[config.mk]
export PLATFORM = sky130hd
export DESIGN_NAME = lix_pipe_arb
export DESIGN_NICKNAME = d
export VERILOG_FILES = /design/src/rtl/lix_pipe_pkg.sv /design/src/rtl/lix_tag_pipe.sv /design/src/rtl/lix_pipe_arb.sv
export SDC_FILE = /design/constraint.sdc
export NUM_CORES = 1
export LEC_CHECK = 0
export BUFFER_PORTS_ARGS = -buffer_cell sky130_fd_sc_hd__buf_4
export CORE_AREA = 5 5 79 81
export CTS_BUF_LIST = sky130_fd_sc_hd__clkbuf_8
export DETAILED_ROUTE_END_ITERATION = 12
export DIE_AREA = 0 0 84 86
export HOLD_SLACK_MARGIN = 0.12
export PLACE_DENSITY = 0.89
export SLEW_MARGIN = 15
export SYNTH_ARGS = -nofsm -noshare
export SYNTH_HDL_FRONTEND = slang
export SYNTH_SLANG_ARGS = --single-unit
[constraint.sdc]
create_clock -name clk_i -period 6.45 [get_ports clk_i]
set_clock_uncertainty 0.05 [all_clocks]
set_input_delay 0.645 -clock clk_i [delete_from_list [all_inputs] [get_ports clk_i]]
set_output_delay 0.645 -clock clk_i [all_outputs]
set_load 0.1 [all_outputs]
[src/rtl/lix_pipe_pkg.sv]
// Shared definitions for the lix_pipe_arb block: round-robin pick helper,
// tag width helper and perf counter width.
package lix_pipe_pkg;

    // Widest requester vector the pick helper handles (NREQ must stay below it)
    localparam int RR_MAX   = 64;
    // Width of every performance counter
    localparam int PERF_W   = 32;
    // Default requester count
    localparam int NREQ_DEF = 3;

    // Tag width needed to name one of n requesters
    function automatic int tag_width(input int n);
        return (n <= 2) ? 1 : $clog2(n);
    endfunction

    // Round-robin pick: first set bit of req at or after ptr, wrapping at n.
    // Returns a one-hot vector, or zero when no request is set.
    function automatic logic [RR_MAX-1:0] rr_pick(input logic [RR_MAX-1:0] req,
                                                  input int unsigned       ptr,
                                                  input int unsigned       n);
        logic [RR_MAX-1:0] g;
        logic              found;
        int unsigned       idx;
        g     = '0;
        found = 1'b0;
        for (int unsigned k = 0; k < RR_MAX; k++) begin
            if (k < n && !found) begin
                idx = ptr + k;
                if (idx >= n) idx = idx - n;
                if (req[idx]) begin
                    g[idx] = 1'b1;
                    found  = 1'b1;
                end
            end
        end
        return g;
    endfunction

endpackage

[src/rtl/lix_tag_pipe.sv]
// LAT-deep {tv, tag} shift register mirroring the shared data pipeline.
// Advances only with en_i; async clear on rst_i, sync clear on flush_i.
module lix_tag_pipe #(
    parameter int LAT  = 2,
    parameter int TAGW = 2
) (
    input  logic            clk_i,
    input  logic            rst_i,
    input  logic            flush_i,
    input  logic            en_i,
    input  logic            tv_i,
    input  logic [TAGW-1:0] tag_i,
    output logic            tv_o,
    output logic [TAGW-1:0] tag_o
);

    logic [LAT-1:0]  r_tv;
    logic [TAGW-1:0] r_tag [LAT];

    // Shift owner tags in lock-step with the data pipeline
    always_ff @(posedge clk_i or posedge rst_i) begin
        if (rst_i) begin
            r_tv <= '0;
            for (int k = 0; k < LAT; k++) r_tag[k] <= '0;
        end else if (flush_i) begin
            r_tv <= '0;
            for (int k = 0; k < LAT; k++) r_tag[k] <= '0;
        end else if (en_i) begin
            r_tv[0]  <= tv_i;
            r_tag[0] <= tag_i;
            for (int k = 1; k < LAT; k++) begin
                r_tv[k]  <= r_tv[k-1];
                r_tag[k] <= r_tag[k-1];
            end
        end
    end

    assign tv_o  = r_tv[LAT-1];
    assign tag_o = r_tag[LAT-1];

endmodule

[src/rtl/lix_pipe_arb.sv]
// Round-robin arbiter and stall controller sharing one LAT-stage pipeline
// between NREQ requesters. Each in-flight item carries its owner in a
// mirrored tag pipe; the whole pipeline stalls while the owner of the output
// item is not ready.
// Optional macro LIX_PIPE_ARB_PERF_EN adds stall and per-requester grant
// counters (saturating, cleared by flush_i).
//
// Handshake: a request moves when req_vld_i[r] and req_rdy_o[r] are both 1;
// a response moves when rsp_vld_o[r] and rsp_rdy_i[r] are both 1. req_rdy_o
// and rsp_vld_o are each one-hot or zero, and are forced to zero in flush.
module lix_pipe_arb
    import lix_pipe_pkg::*;
#(
    parameter int NREQ = NREQ_DEF,
    parameter int LAT  = 2,
    parameter int W    = 32
) (
    input  logic              clk_i,
    input  logic              rst_i,
    input  logic              flush_i,
    input  logic [NREQ-1:0]   req_vld_i,
    input  logic [NREQ*W-1:0] req_dat_i,
    output logic [NREQ-1:0]   req_rdy_o,
    output logic              pipe_vld_o,
    output logic              pipe_en_o,
    output logic [W-1:0]      pipe_x_o,
    input  logic              pipe_vld_i,
    input  logic [W-1:0]      pipe_z_i,
    output logic [NREQ-1:0]   rsp_vld_o,
    output logic [W-1:0]      rsp_dat_o,
`ifdef LIX_PIPE_ARB_PERF_EN
    output logic [PERF_W-1:0]      stall_cnt_o,
    output logic [NREQ*PERF_W-1:0] gnt_cnt_o,
`endif
    input  logic [NREQ-1:0]   rsp_rdy_i
);

    localparam int TAGW = tag_width(NREQ);

    logic [TAGW-1:0]   r_ptr;
    logic [RR_MAX-1:0] w_req_ext;
    logic [RR_MAX-1:0] w_pick;
    logic              w_pick_hi;
    logic [NREQ-1:0]   w_gnt;
    logic              w_gnt_any;
    logic [TAGW-1:0]   w_gnt_idx;
    logic [W-1:0]      w_x;
    logic              w_tv_out;
    logic [TAGW-1:0]   w_tag_out;
    logic              w_out_busy;
    logic              w_own_rdy;
    logic              w_en;
    logic [NREQ-1:0]   w_rsp_vld;

    // Widen the request vector for the shared pick helper
    always_comb begin
        w_req_ext = '0;
        w_req_ext[NREQ-1:0] = req_vld_i;
    end

    assign w_pick    = rr_pick(w_req_ext, 32'(r_ptr), NREQ);
    // A pick outside the requester range is never a grant
    assign w_pick_hi = |w_pick[RR_MAX-1:NREQ];

    // Output item owner and its readiness; a tag beyond NREQ never matches
    assign w_out_busy = w_tv_out & pipe_vld_i;
    always_comb begin
        w_own_rdy = 1'b0;
        for (int r = 0; r < NREQ; r++)
            if (w_tag_out == TAGW'(r)) w_own_rdy = rsp_rdy_i[r];
    end

    // Advance unless the owned output item is blocked; flush always advances
    assign w_en = ~rst_i & (flush_i | ~(w_out_busy & ~w_own_rdy));

    // Grant only while advancing and not flushing
    assign w_gnt     = (w_en && !flush_i && !w_pick_hi) ? w_pick[NREQ-1:0] : '0;
    assign w_gnt_any = |w_gnt;

    // Encode the one-hot grant and select the granted data
    always_comb begin
        w_gnt_idx = '0;
        w_x       = '0;
        for (int r = 0; r < NREQ; r++) begin
            if (w_gnt[r]) begin
                w_gnt_idx = TAGW'(r);
                w_x       = req_dat_i[r*W +: W];
            end
        end
    end

    // Route the output item to its owner; flush suppresses it
    always_comb begin
        w_rsp_vld = '0;
        for (int r = 0; r < NREQ; r++)
            if (w_out_busy && !flush_i && !rst_i && w_tag_out == TAGW'(r))
                w_rsp_vld[r] = 1'b1;
    end

    // Rotate the search start to just past the last granted requester
    always_ff @(posedge clk_i or posedge rst_i) begin
        if (rst_i) begin
            r_ptr <= '0;
        end else if (w_gnt_any) begin
            r_ptr <= (w_gnt_idx == TAGW'(NREQ-1)) ? '0 : w_gnt_idx + 1'b1;
        end
    end

    lix_tag_pipe #(
        .LAT  (LAT),
        .TAGW (TAGW)
    ) u_tag_pipe (
        .clk_i   (clk_i),
        .rst_i   (rst_i),
        .flush_i (flush_i),
        .en_i    (w_en),
        .tv_i    (w_gnt_any),
        .tag_i   (w_gnt_idx),
        .tv_o    (w_tv_out),
        .tag_o   (w_tag_out)
    );

    assign req_rdy_o  = w_gnt;
    assign pipe_vld_o = w_gnt_any;
    assign pipe_en_o  = w_en;
    assign pipe_x_o   = w_x;
    assign rsp_vld_o  = w_rsp_vld;
    assign rsp_dat_o  = (|w_rsp_vld) ? pipe_z_i : '0;

`ifdef LIX_PIPE_ARB_PERF_EN
    logic [PERF_W-1:0] r_stall_cnt;
    logic [PERF_W-1:0] r_gnt_cnt [NREQ];

    // Count stalled cycles, saturating
    always_ff @(posedge clk_i or posedge rst_i) begin
        if (rst_i) begin
            r_stall_cnt <= '0;
        end else if (flush_i) begin
            r_stall_cnt <= '0;
        end else if (!w_en && r_stall_cnt != '1) begin
            r_stall_cnt <= r_stall_cnt + 1'b1;
        end
    end

    // Count grants per requester, saturating
    always_ff @(posedge clk_i or posedge rst_i) begin
        if (rst_i) begin
            for (int r = 0; r < NREQ; r++) r_gnt_cnt[r] <= '0;
        end else if (flush_i) begin
            for (int r = 0; r < NREQ; r++) r_gnt_cnt[r] <= '0;
        end else begin
            for (int r = 0; r < NREQ; r++)
                if (w_gnt[r] && r_gnt_cnt[r] != '1) r_gnt_cnt[r] <= r_gnt_cnt[r] + 1'b1;
        end
    end

    assign stall_cnt_o = r_stall_cnt;
    for (genvar r = 0; r < NREQ; r++) begin : g_gnt_out
        assign gnt_cnt_o[r*PERF_W +: PERF_W] = r_gnt_cnt[r];
    end
`endif

endmodule
==> results.py, run 1 <==
metrics = {
    "run_status": {
        "status": "completed",
    },
    "setup_path": {
        "worstPathArrival_ns": 4.18,
        "critPathCaptureType": "output port",
        "cp_slowest_cell": "nor4b_4",
        "cp.depth": 10,
        "crit_fanout": 37,
        "worst-endpoint-required_ns": 5.75,
        "crit_chain": "inv_1 -> ha_1 -> mux2_4 -> o211ai_4 -> o32ai_1 -> a41o_1 -> nor4b_4 -> buf_4 -> a221o_1 -> buf_4",
        "cpLargestDelayFamily": "compound AO/OA/AOI/OAI gates",
        "reg2reg_depth": 9,
        "crit_top_cell": "buf_4",
        "crit_buf_inv": 3,
        "rrSetupSlack_ns": 2.92,
        "cpPeakStageDelay_ns": 0.84,
        "r2r-start": "r_ptr[1]$_DFFE_PP0P_",
        "r2r-end": "r_ptr[1]$_DFFE_PP0P_",
        "worstSetupStartpointType": "register",
        "setup.worst_path.class": "reg2out",
    },
    "sta": {
        "period_share_pct": 75.54,
        "max_freq_mhz": 205.2,
        "relSlewSlack_pct": 31.14,
        "finalSetupViolCount": 0,
        "slew_violations": 0,
        "fin_setup_tns_ns": 0,
        "period_needed_ns": 4.872,
        "rsz0062_at_grt": "no",
        "tightest_slew_ns": 1.033,
        "hold_viol": 0,
    },
    "floorplanning": {
        "die_h_um": 86,
        "ios": 210,
        "die_area_um2": 7224,
        "rows": 27,
        "coreArea_um2": 5405,
        "chipWidth_um": 84,
        "initial_utilization_pct": 31.11,
    },
    "cts": {
        "cts-resized-gates": 0,
        "cts_setup_buffers": 0,
        "path_clk_slew_ns": 0.04,
        "worstSkewPairLatency_ns": 0.23,
        "h-tree-depth": 1,
        "clockBufferDepth": 2,
        "cts_tree": "built",
        "cts_made_buffers": 3,
        "cts_sinks": 8,
        "cts-root-buf": "clkbuf_8",
        "cts_hold_buf": 0,
    },
    "placed_design": {
        "port-buffer-count": 209,
        "placed_area_um2": 3251,
        "gp_congestion": 0.9164,
        "dp_hpwl_mm": 6.966,
        "dp_cells": 466,
    },
    "global_routing": {
        "grt_max_degree": 39,
        "antenna_found_initial": 0,
        "grt.total_usage_pct": 20.83,
        "grt-ovfl-total": 0,
        "grt_pass1_vias": 2452,
        "grt_pass1_wl_mm": 12.35,
    },
    "yosys": {
        "synth_seq_cells": 8,
        "synth_flop_cell": "dfrtp_1",
        "yosysTopAreaCellShare_pct": 18.45,
        "synth_warnings": 0,
        "synth_top_cell_by_area": "a221o_1",
        "synth_edf_count": 0,
        "synth_area_um2": 1682,
        "async_flop_share_pct": 100.0,
        "yosys-top-cells-area": "a221o_1 18%, and2_1 13%, dfrtp_1 12%, and3_1 11%, ha_1 6.0%",
        "syn-mean-instance-area_um2": 8.366,
        "postSynthCellCount": 201,
        "synth_seq_area_share_pct": 11.90,
        "synth_nets": 347,
        "ys_types": 41,
    },
    "finish": {
        "final_cells": 469,
        "antenna_cells": 0,
        "fin_nets": 545,
        "final_area_um2": 3292,
        "drive_gt1_share_pct": 57.93,
        "area_growth_pct": 95.76,
    },
    "routing": {
        "via_count": 2353,
        "via_per_inst": 5.017,
        "route.detailed.drc": 0,
        "first_iter_violations": 95,
        "wl_per_cell_um": 17.37,
        "dr.pass1.iters": 4,
        "antenna_left": 0,
        "postRouteWirelength_mm": 8.145,
    },
    "power_and_ir_drop": {
        "power.switching_mw": 0.9508,
        "netSwitchingFraction_pct": 67.45,
        "finalPower_mw": 1.410,
        "leakagePower_nw": 1.880,
        "power.share.clock_pct": 4.2,
        "internal-power_mw": 0.4590,
        "power.density_nw_per_um2": 428.3,
        "sequentialPowerShare_pct": 5.7,
        "ir_drop_mv": 0.4027,
        "comb_power_share_pct": 90.1,
    },
    "run": {
        "max_cap_viol_count": 0,
    },
    "min_path": {
        "hold_class": "in2async",
    },
}
[metal layers]
layer  up-vias  share of wire, %  global-route usage [%]
met5         -                 0                       0
met1      1087                37                   23.35
met3        12               5.5                   5.091
met2        93                56                   39.33
li1       1161                 -                       -
met4         0               1.6                   5.263
[cells in the final DEF, fill, tap and decap left out, types with 6 or more instances in the layout]
cell | synthesis | routed
buf_4 | 2 | 212
and2_1 | 35 | 35
a221o_1 | 31 | 31
and3_1 | 29 | 29
nor2_1 | 10 | 10
inv_1 | 8 | 8
ha_1 | 8 | 8
dfrtp_1 | 8 | 8
mux2i_1 | 6 | 6
nand2_1 | 6 | 6
[registers in the layout, indices dropped and copies added, names as in the netlist]
signal,cells
u_tag_pipe.r_tag,2
u_tag_pipe.r_tv,2
u_tag_pipe.tag_o,2
r_ptr,2
[power groups by stage]
| stage | clock [mW] | combinational, mW | sequential, mW |
|---|---|---|---|
| final | 0.0593 | 1.27 | 0.0801 |
| after floorplan | 0 | 1.04 | 0.0767 |
| after detailed placement | 0 | 1.27 | 0.0805 |
| after CTS | 0.0613 | 1.27 | 0.0800 |
| after global placement | 0 | 1.26 | 0.0791 |
| after global routing | 0.0650 | 1.33 | 0.0825 |
[through the flow]
| stage | hold WS [ns] | worst slack, ns | utilization, % |
|---|---|---|---|
| finish | 0.3350 | 1.578 | 60.90 |
| global route | 0.3597 | 1.205 | 60.90 |
| CTS | 0.3362 | 1.569 | 60.90 |
| detailed placement | 0.4203 | 1.822 | 60.14 |
| global placement | 0.4184 | 1.978 | 60.14 |
| floorplan | 0.3993 | 2.518 | - |
[logic make-up after synthesis]
group	after synthesis	share of synthesized area, %
AOI/OAI and AO/OA	53	32.89
adders and majority gates	8	5.953
buffers and inverters	27	8.482
DFF	8	11.90
muxes	7	4.464
and+or+nand+nor	98	36.31
[cell type report]
class                      instances  area, um2
fill                             498       2113
timing repair buffer             212       1592
multi-input combinational        166       1339
sequential                         8      200.2
tap                               72      90.09
clock buffer                       3      41.29
inverter                           8      30.03
[synth_stat cells (2+ instances only)]
master	n
buf_2	3
nand2b_1	2
o21ai_0	2
buf_6	4
ha_1	8
a21o_1	4
and2_1	35
dfrtp_1	8
a221o_2	2
buf_4	2
nor2_1	10
and3_2	3
clkbuf_1	10
a221o_1	31
and3_1	29
nor3_1	3
inv_1	8
nor3b_1	2
nand3b_1	2
mux2i_1	6
nand2_1	6
a21oi_1	2
[worst max path at each step]
stage                         start  slack (ns)           end
2_1_floorplan  r_ptr[0]$_DFFE_PP0P_        2.52    pipe_vld_o
3_3_place_gp   r_ptr[1]$_DFFE_PP0P_        1.98  pipe_x_o[26]
3_5_place_dp   r_ptr[1]$_DFFE_PP0P_        1.82  pipe_x_o[12]
4_1_cts        r_ptr[1]$_DFFE_PP0P_        1.57  pipe_x_o[12]
5_1_grt        r_ptr[0]$_DFFE_PP0P_        1.21  pipe_x_o[13]
6_report       r_ptr[1]$_DFFE_PP0P_        1.58  pipe_x_o[12]
Power figures use the tool's default switching activity.
==> run 2, diff against run 1 <==
ABC_AREA = 1   (was unset)
CORE_AREA = unset   (was 5 5 79 81)
CORE_MARGIN = 5   (was unset)
CORE_UTILIZATION = 36   (was unset)
DIE_AREA = unset   (was 0 0 84 86)
PLACE_DENSITY = 0.95   (was 0.89)
clock period = 4.7 ns   (was 6.45 ns; I/O delays follow)
==> results.py, run 2 <==
metrics = {
    "cts": {
        "cts-resized-gates": 0,
        "clockBufferDepth": 2,
        "h-tree-depth": 1,
        "cts-root-buf": "clkbuf_8",
        "cts_setup_buffers": 0,
        "cts_sinks": 8,
        "worstSkewPairLatency_ns": 0.22,
        "path_clk_slew_ns": 0.04,
        "cts_hold_buf": 0,
        "cts_tree": "built",
        "cts_made_buffers": 3,
    },
    "power_and_ir_drop": {
        "power.share.clock_pct": 3.8,
        "netSwitchingFraction_pct": 72.81,
        "ir_drop_mv": 0.5248,
        "leakagePower_nw": 2.272,
        "comb_power_share_pct": 90.8,
        "power.density_nw_per_um2": 595.3,
        "internal-power_mw": 0.5716,
        "sequentialPowerShare_pct": 5.3,
        "finalPower_mw": 2.103,
        "power.switching_mw": 1.531,
    },
    "routing": {
        "via_count": 3102,
        "wl_per_cell_um": 13.33,
        "dr.pass1.iters": 4,
        "first_iter_violations": 110,
        "antenna_left": 0,
        "route.detailed.drc": 0,
        "via_per_inst": 4.736,
        "postRouteWirelength_mm": 8.729,
    },
    "setup_path": {
        "r2r-start": "r_ptr[1]$_DFFE_PP0P_",
        "critPathCaptureType": "output port",
        "crit_chain": "inv_1 -> ha_1 -> nand2_1 -> inv_1 -> nor2_1 -> nand3_1 -> nor2_2 -> nand3_1 -> nand2_2 -> nand2_4 -> inv_2 -> nand2_1 -> nand3_1 -> buf_4",
        "worstSetupStartpointType": "register",
        "worst-endpoint-required_ns": 4.18,
        "cp_slowest_cell": "inv_2",
        "worstPathArrival_ns": 3.09,
        "crit_top_cell": "nand3_1",
        "crit_fanout": 36,
        "cpPeakStageDelay_ns": 0.51,
        "setup.worst_path.class": "reg2out",
        "startpoint": "r_ptr[1]$_DFFE_PP0P_",
        "rrSetupSlack_ns": 2.08,
        "reg2reg_depth": 13,
    },
    "yosys": {
        "synth_warnings": 0,
        "synth_edf_count": 0,
        "synth-xor-area-share_pct": 0,
        "ys_top_cells_by_count": "94 x nand2_1, 81 x inv_1, 75 x nand3_1, 70 x nor2_1",
        "synth_compound_area_share_pct": 3.405,
        "async_flop_share_pct": 100.0,
        "synth_top_cell_by_area": "nand3_1",
        "synth_area_um2": 1911,
        "ys_types": 21,
        "synth_nets": 535,
        "yosys-top-cells-area": "nand3_1 20%, nand2_1 18%, inv_1 16%, nor2_1 14%, dfrtp_1 10%",
        "synth_mux_area_share_pct": 0,
        "synth_flop_cell": "dfrtp_1",
        "synth_seq_area_share_pct": 10.48,
        "postSynthCellCount": 389,
        "syn-mean-instance-area_um2": 4.912,
        "synth_top_family_by_area": "simple AND/OR/NAND/NOR gates",
        "synth_seq_cells": 8,
        "synth_fa_ha_area_share_pct": 5.239,
        "yosysMostFrequentCell": "nand2_1",
        "yosysTopAreaCellShare_pct": 19.65,
        "synth-simple-area-share_pct": 57.37,
    },
    "global_routing": {
        "grt.total_usage_pct": 24.12,
        "grt_pass1_wl_mm": 14.08,
        "antenna_found_initial": 0,
        "grt_max_degree": 37,
        "grt-ovfl-total": 0,
        "grt_pass1_vias": 3089,
    },
    "sta": {
        "hold_viol": 0,
        "tightest_slew_ns": 0.6571,
        "hold_ws_ns": 0.1762,
        "slew_violations": 0,
        "fin_setup_tns_ns": 0,
        "relSlewSlack_pct": 56.04,
        "fin_ws_ns": 1.093,
        "max_freq_mhz": 277.2,
        "period_needed_ns": 3.607,
        "rsz0062_at_grt": "no",
        "period_share_pct": 76.74,
        "finalSetupViolCount": 0,
    },
    "finish": {
        "area_growth_pct": 84.87,
        "final_common_cell": "buf_4",
        "fin_nets": 733,
        "final_cell_mix": "211 x buf_4, 94 x nand2_1, 81 x inv_1",
        "drive_gt1_share_pct": 40.85,
        "final_cells": 655,
        "antenna_cells": 0,
    },
    "placed_design": {
        "dp_hpwl_mm": 7.286,
        "dp_cells": 652,
        "port-buffer-count": 209,
        "pre_cts_ws_ns": 1.347,
        "gp_congestion": 0.9796,
    },
    "min_path": {
        "hold_class": "in2async",
    },
    "run": {
        "max_cap_viol_count": 0,
    },
    "run_status": {
        "status": "completed",
    },
    "floorplanning": {
        "initial_utilization_pct": 37.17,
        "ios": 210,
        "die_h_um": 82.85,
        "die_area_um2": 6864,
        "chipWidth_um": 82.85,
        "coreArea_um2": 5140,
        "rows": 26,
    },
}
## run 2: changes by cell type after synthesis, moves of 5 or more
| cell | delta |
|---|---|
| nand2_1 | +88 |
| a221o_1 | -31 |
| nor2_1 | +60 |
| buf_2 | +5 |
| clkbuf_1 | -9 |
| and2_1 | -35 |
| inv_2 | +9 |
| mux2i_1 | -6 |
| buf_4 | +7 |
| and3_1 | -29 |
| inv_1 | +73 |
| nand3_1 | +74 |
## run 2: kinds of logic (layout without fill, tap and decap cells)
kind of cell | count (synthesis) | in the layout
AO/OA/AOI/OAI | 11 | 11
adder cells (fa/ha/maj) | 8 | 8
buffers and inverters | 108 | 304
flip-flops | 8 | 8
AND/OR/NAND/NOR | 254 | 254
## run 2: critical path, delay by kind of cell (launching register included)
family / cells / cell delay (ns)
simple gates: 9 / 1.15
buf+inv: 4 / 0.97
flops: 1 / 0.45
fa+ha+maj: 1 / 0.27
## run 2: metrics by stage
step                utilization [%]  instance area [um2]
floorplan                         -                 1926
global placement              67.92                 3491
detailed placement            67.92                 3491
CTS                           68.72                 3532
global route                  68.72                 3532
finish                        68.72                 3532
## run 2: power groups by stage
stage	registers, mW	logic [mW]	clock network [mW]
CTS	0.112	1.92	0.0816
finish	0.112	1.91	0.0809
global route	0.115	2.02	0.0861
floorplan	0.108	1.53	0
global placement	0.109	1.89	0
detailed placement	0.113	1.91	0
## run 2: worst paths after layout
kind	endpoint
max in group asynchronous	u_tag_pipe.r_tv[1]$_DFFE_PP0P_
min	u_tag_pipe.tag_o[0]$_DFFE_PP0P_
min in group clk_i	u_tag_pipe.r_tv[1]$_DFFE_PP0P_
min reg2reg	u_tag_pipe.r_tv[1]$_DFFE_PP0P_
max reg2reg	u_tag_pipe.r_tv[0]$_DFFE_PP0P_
max	pipe_x_o[14]
## run 2: layout make-up
type                       count  area, um2
clock buffer                   3      41.29
fill                         439       1608
inverter                      90      337.8
multi-input combinational    273       1281
sequential                     8      200.2
tap                           70      87.58
timing repair buffer         211       1584
## run 2: per-layer routing
layer / global-route usage, % / vias to the layer above / wire length [um]
met5: 0 / - / 0
met4: 10.25 / 0 / 395
met3: 6.832 / 32 / 755
met2: 45.04 / 168 / 4330
met1: 24.87 / 1348 / 3248
li1: - / 1554 / -
==> run 3, diff against run 2 <==
clock period = 3.6 ns   (was 4.7 ns; I/O delays follow)
==> results.py, run 3 (same netlist as run 2, synthesis figures left out) <==
metrics = {
    "finish": {
        "fin_nets": 736,
        "drive_gt1_share_pct": 46.09,
        "final_common_cell": "buf_4",
        "n_fill_cell": 433,
        "area_growth_pct": 91.16,
        "final_cell_mix": "213 x buf_4, 94 x nand2_1, 81 x inv_1",
        "final_cells": 658,
        "antenna_cells": 0,
    },
    "min_path": {
        "hold_class": "in2reg",
        "min_from": "flush_i",
    },
    "sta": {
        "period_share_pct": 91.64,
        "slew_violations": 0,
        "rsz0062_at_grt": "no",
        "hold_viol": 0,
        "relSlewSlack_pct": 57.89,
        "hold_ws_ns": 0.4070,
        "tightest_slew_ns": 0.6294,
        "fin_ws_ns": 0.3009,
        "max_freq_mhz": 303.1,
        "finalSetupViolCount": 0,
        "fin_setup_tns_ns": 0,
        "period_needed_ns": 3.299,
    },
    "placed_design": {
        "gp_congestion": 0.9647,
        "dp_cells": 654,
        "dp_hpwl_mm": 7.338,
        "pre_cts_ws_ns": 0.5745,
        "port-buffer-count": 209,
    },
    "setup_path": {
        "worstPathArrival_ns": 2.89,
        "critPathCaptureType": "output port",
        "setup.worst_path.class": "in2out",
        "worstSetupStartpointType": "primary input",
        "rrSetupSlack_ns": 0.92,
        "startpoint": "rst_i",
        "worst-endpoint-required_ns": 3.19,
        "crit_fanout": 34,
        "r2r-start": "r_ptr[1]$_DFFE_PP0P_",
    },
    "floorplanning": {
        "initial_utilization_pct": 37.17,
        "die_h_um": 82.85,
        "coreArea_um2": 5140,
        "chipWidth_um": 82.85,
        "die_area_um2": 6864,
        "rows": 26,
        "ios": 210,
    },
    "power_and_ir_drop": {
        "power.share.clock_pct": 3.9,
        "finalPower_mw": 2.785,
        "power.density_nw_per_um2": 762.4,
        "leakagePower_nw": 2.270,
        "netSwitchingFraction_pct": 72.81,
        "sequentialPowerShare_pct": 5.4,
        "comb_power_share_pct": 90.7,
        "power.switching_mw": 2.027,
        "internal-power_mw": 0.7571,
        "ir_drop_mv": 1.015,
    },
    "routing": {
        "antenna_left": 0,
        "first_iter_violations": 131,
        "via_per_inst": 4.801,
        "dr.pass1.iters": 6,
        "postRouteWirelength_mm": 8.750,
        "wl_per_cell_um": 13.30,
        "via_count": 3159,
        "route.detailed.drc": 0,
    },
    "global_routing": {
        "grt_use_met3_pct": 6.931,
        "busiest_layer": "met2",
        "grt_max_degree": 36,
        "met1_usage_pct": 26.71,
        "grt-ovfl-total": 0,
        "met2_usage_pct": 44.17,
        "grt_pass1_vias": 3002,
        "grt.total_usage_pct": 24.10,
        "antenna_found_initial": 0,
        "grt_pass1_wl_mm": 14.10,
    },
    "run": {
        "max_cap_viol_count": 0,
    },
    "cts": {
        "cts-root-buf": "clkbuf_8",
        "h-tree-depth": 1,
        "clockBufferDepth": 2,
        "worstSkewPairLatency_ns": 0.23,
        "cts_sinks": 8,
        "cts_made_buffers": 3,
        "path_clk_slew_ns": 0.04,
        "cts_tree": "built",
    },
    "run_status": {
        "status": "completed",
    },
}
## run 3: metrics by stage
step,utilization [%],instance area (um2)
after floorplan,-,2019
after global placement,70.03,3600
after detailed placement,70.03,3600
after CTS,71.03,3651
after global routing,71.06,3652
final,71.06,3652
## run 3: repair_timing
action | in CTS | in global routing
endpoints found under the setup margin | 0 | 1
hold buffers | 1 | 0
buffers inserted | 0 | 0
resized for setup | 0 | 1
endpoints found under the hold margin | 8 | 0
## run 3: layout make-up
cell class / instances / area [um2] / share of cell area [%]
timing repair buffer: 214 / 1609 / 44.06
clock buffer: 3 / 41.29 / 1.131
multi-input combinational: 273 / 1375 / 37.65
tap: 70 / 87.58 / 2.398
sequential: 8 / 200.2 / 5.481
inverter: 90 / 339.1 / 9.284
## run 3: final timing paths
path	endpoint	cells past startpoint
worst min-delay path	u_tag_pipe.r_tv[1]$_DFFE_PP0P_	4
worst max-delay path	pipe_x_o[4]	10
worst max register to register	u_tag_pipe.r_tv[0]$_DFFE_PP0P_	13
min in group asynchronous	r_ptr[0]$_DFFE_PP0P_	3
worst min register to register	u_tag_pipe.tag_o[1]$_DFFE_PP0P_	2
max in group asynchronous	u_tag_pipe.r_tag[2]$_DFFE_PP0P_	3
## run 3: power groups by stage
stage	Sequential [mW]	Combinational (mW)	Clock, mW
after CTS	0.150	2.53	0.112
after detailed placement	0.152	2.52	0
after global routing	0.155	2.66	0.114
final	0.150	2.53	0.109
after floorplan	0.143	2.00	0
after global placement	0.146	2.48	0
## run 3: worst max-delay path: stages
cell and delay (ns):
dlygate4sd3_1 0.55, buf_4 0.13, inv_1 0.27, o21ai_2 0.15, nor2_2 0.29, nand2_2 0.44
nor2_1 0.21, nand2_1 0.07, nand3_1 0.10, buf_4 0.30
## run 3: layer usage
| layer | wire length (um) | share of wire (%) | vias to the layer above |
|---|---|---|---|
| li1 | - | - | 1562 |
| met1 | 3228 | 37 | 1385 |
| met2 | 4424 | 51 | 189 |
| met3 | 845 | 9.7 | 23 |
| met4 | 253 | 2.9 | 0 |
| met5 | 0 | 0 | - |
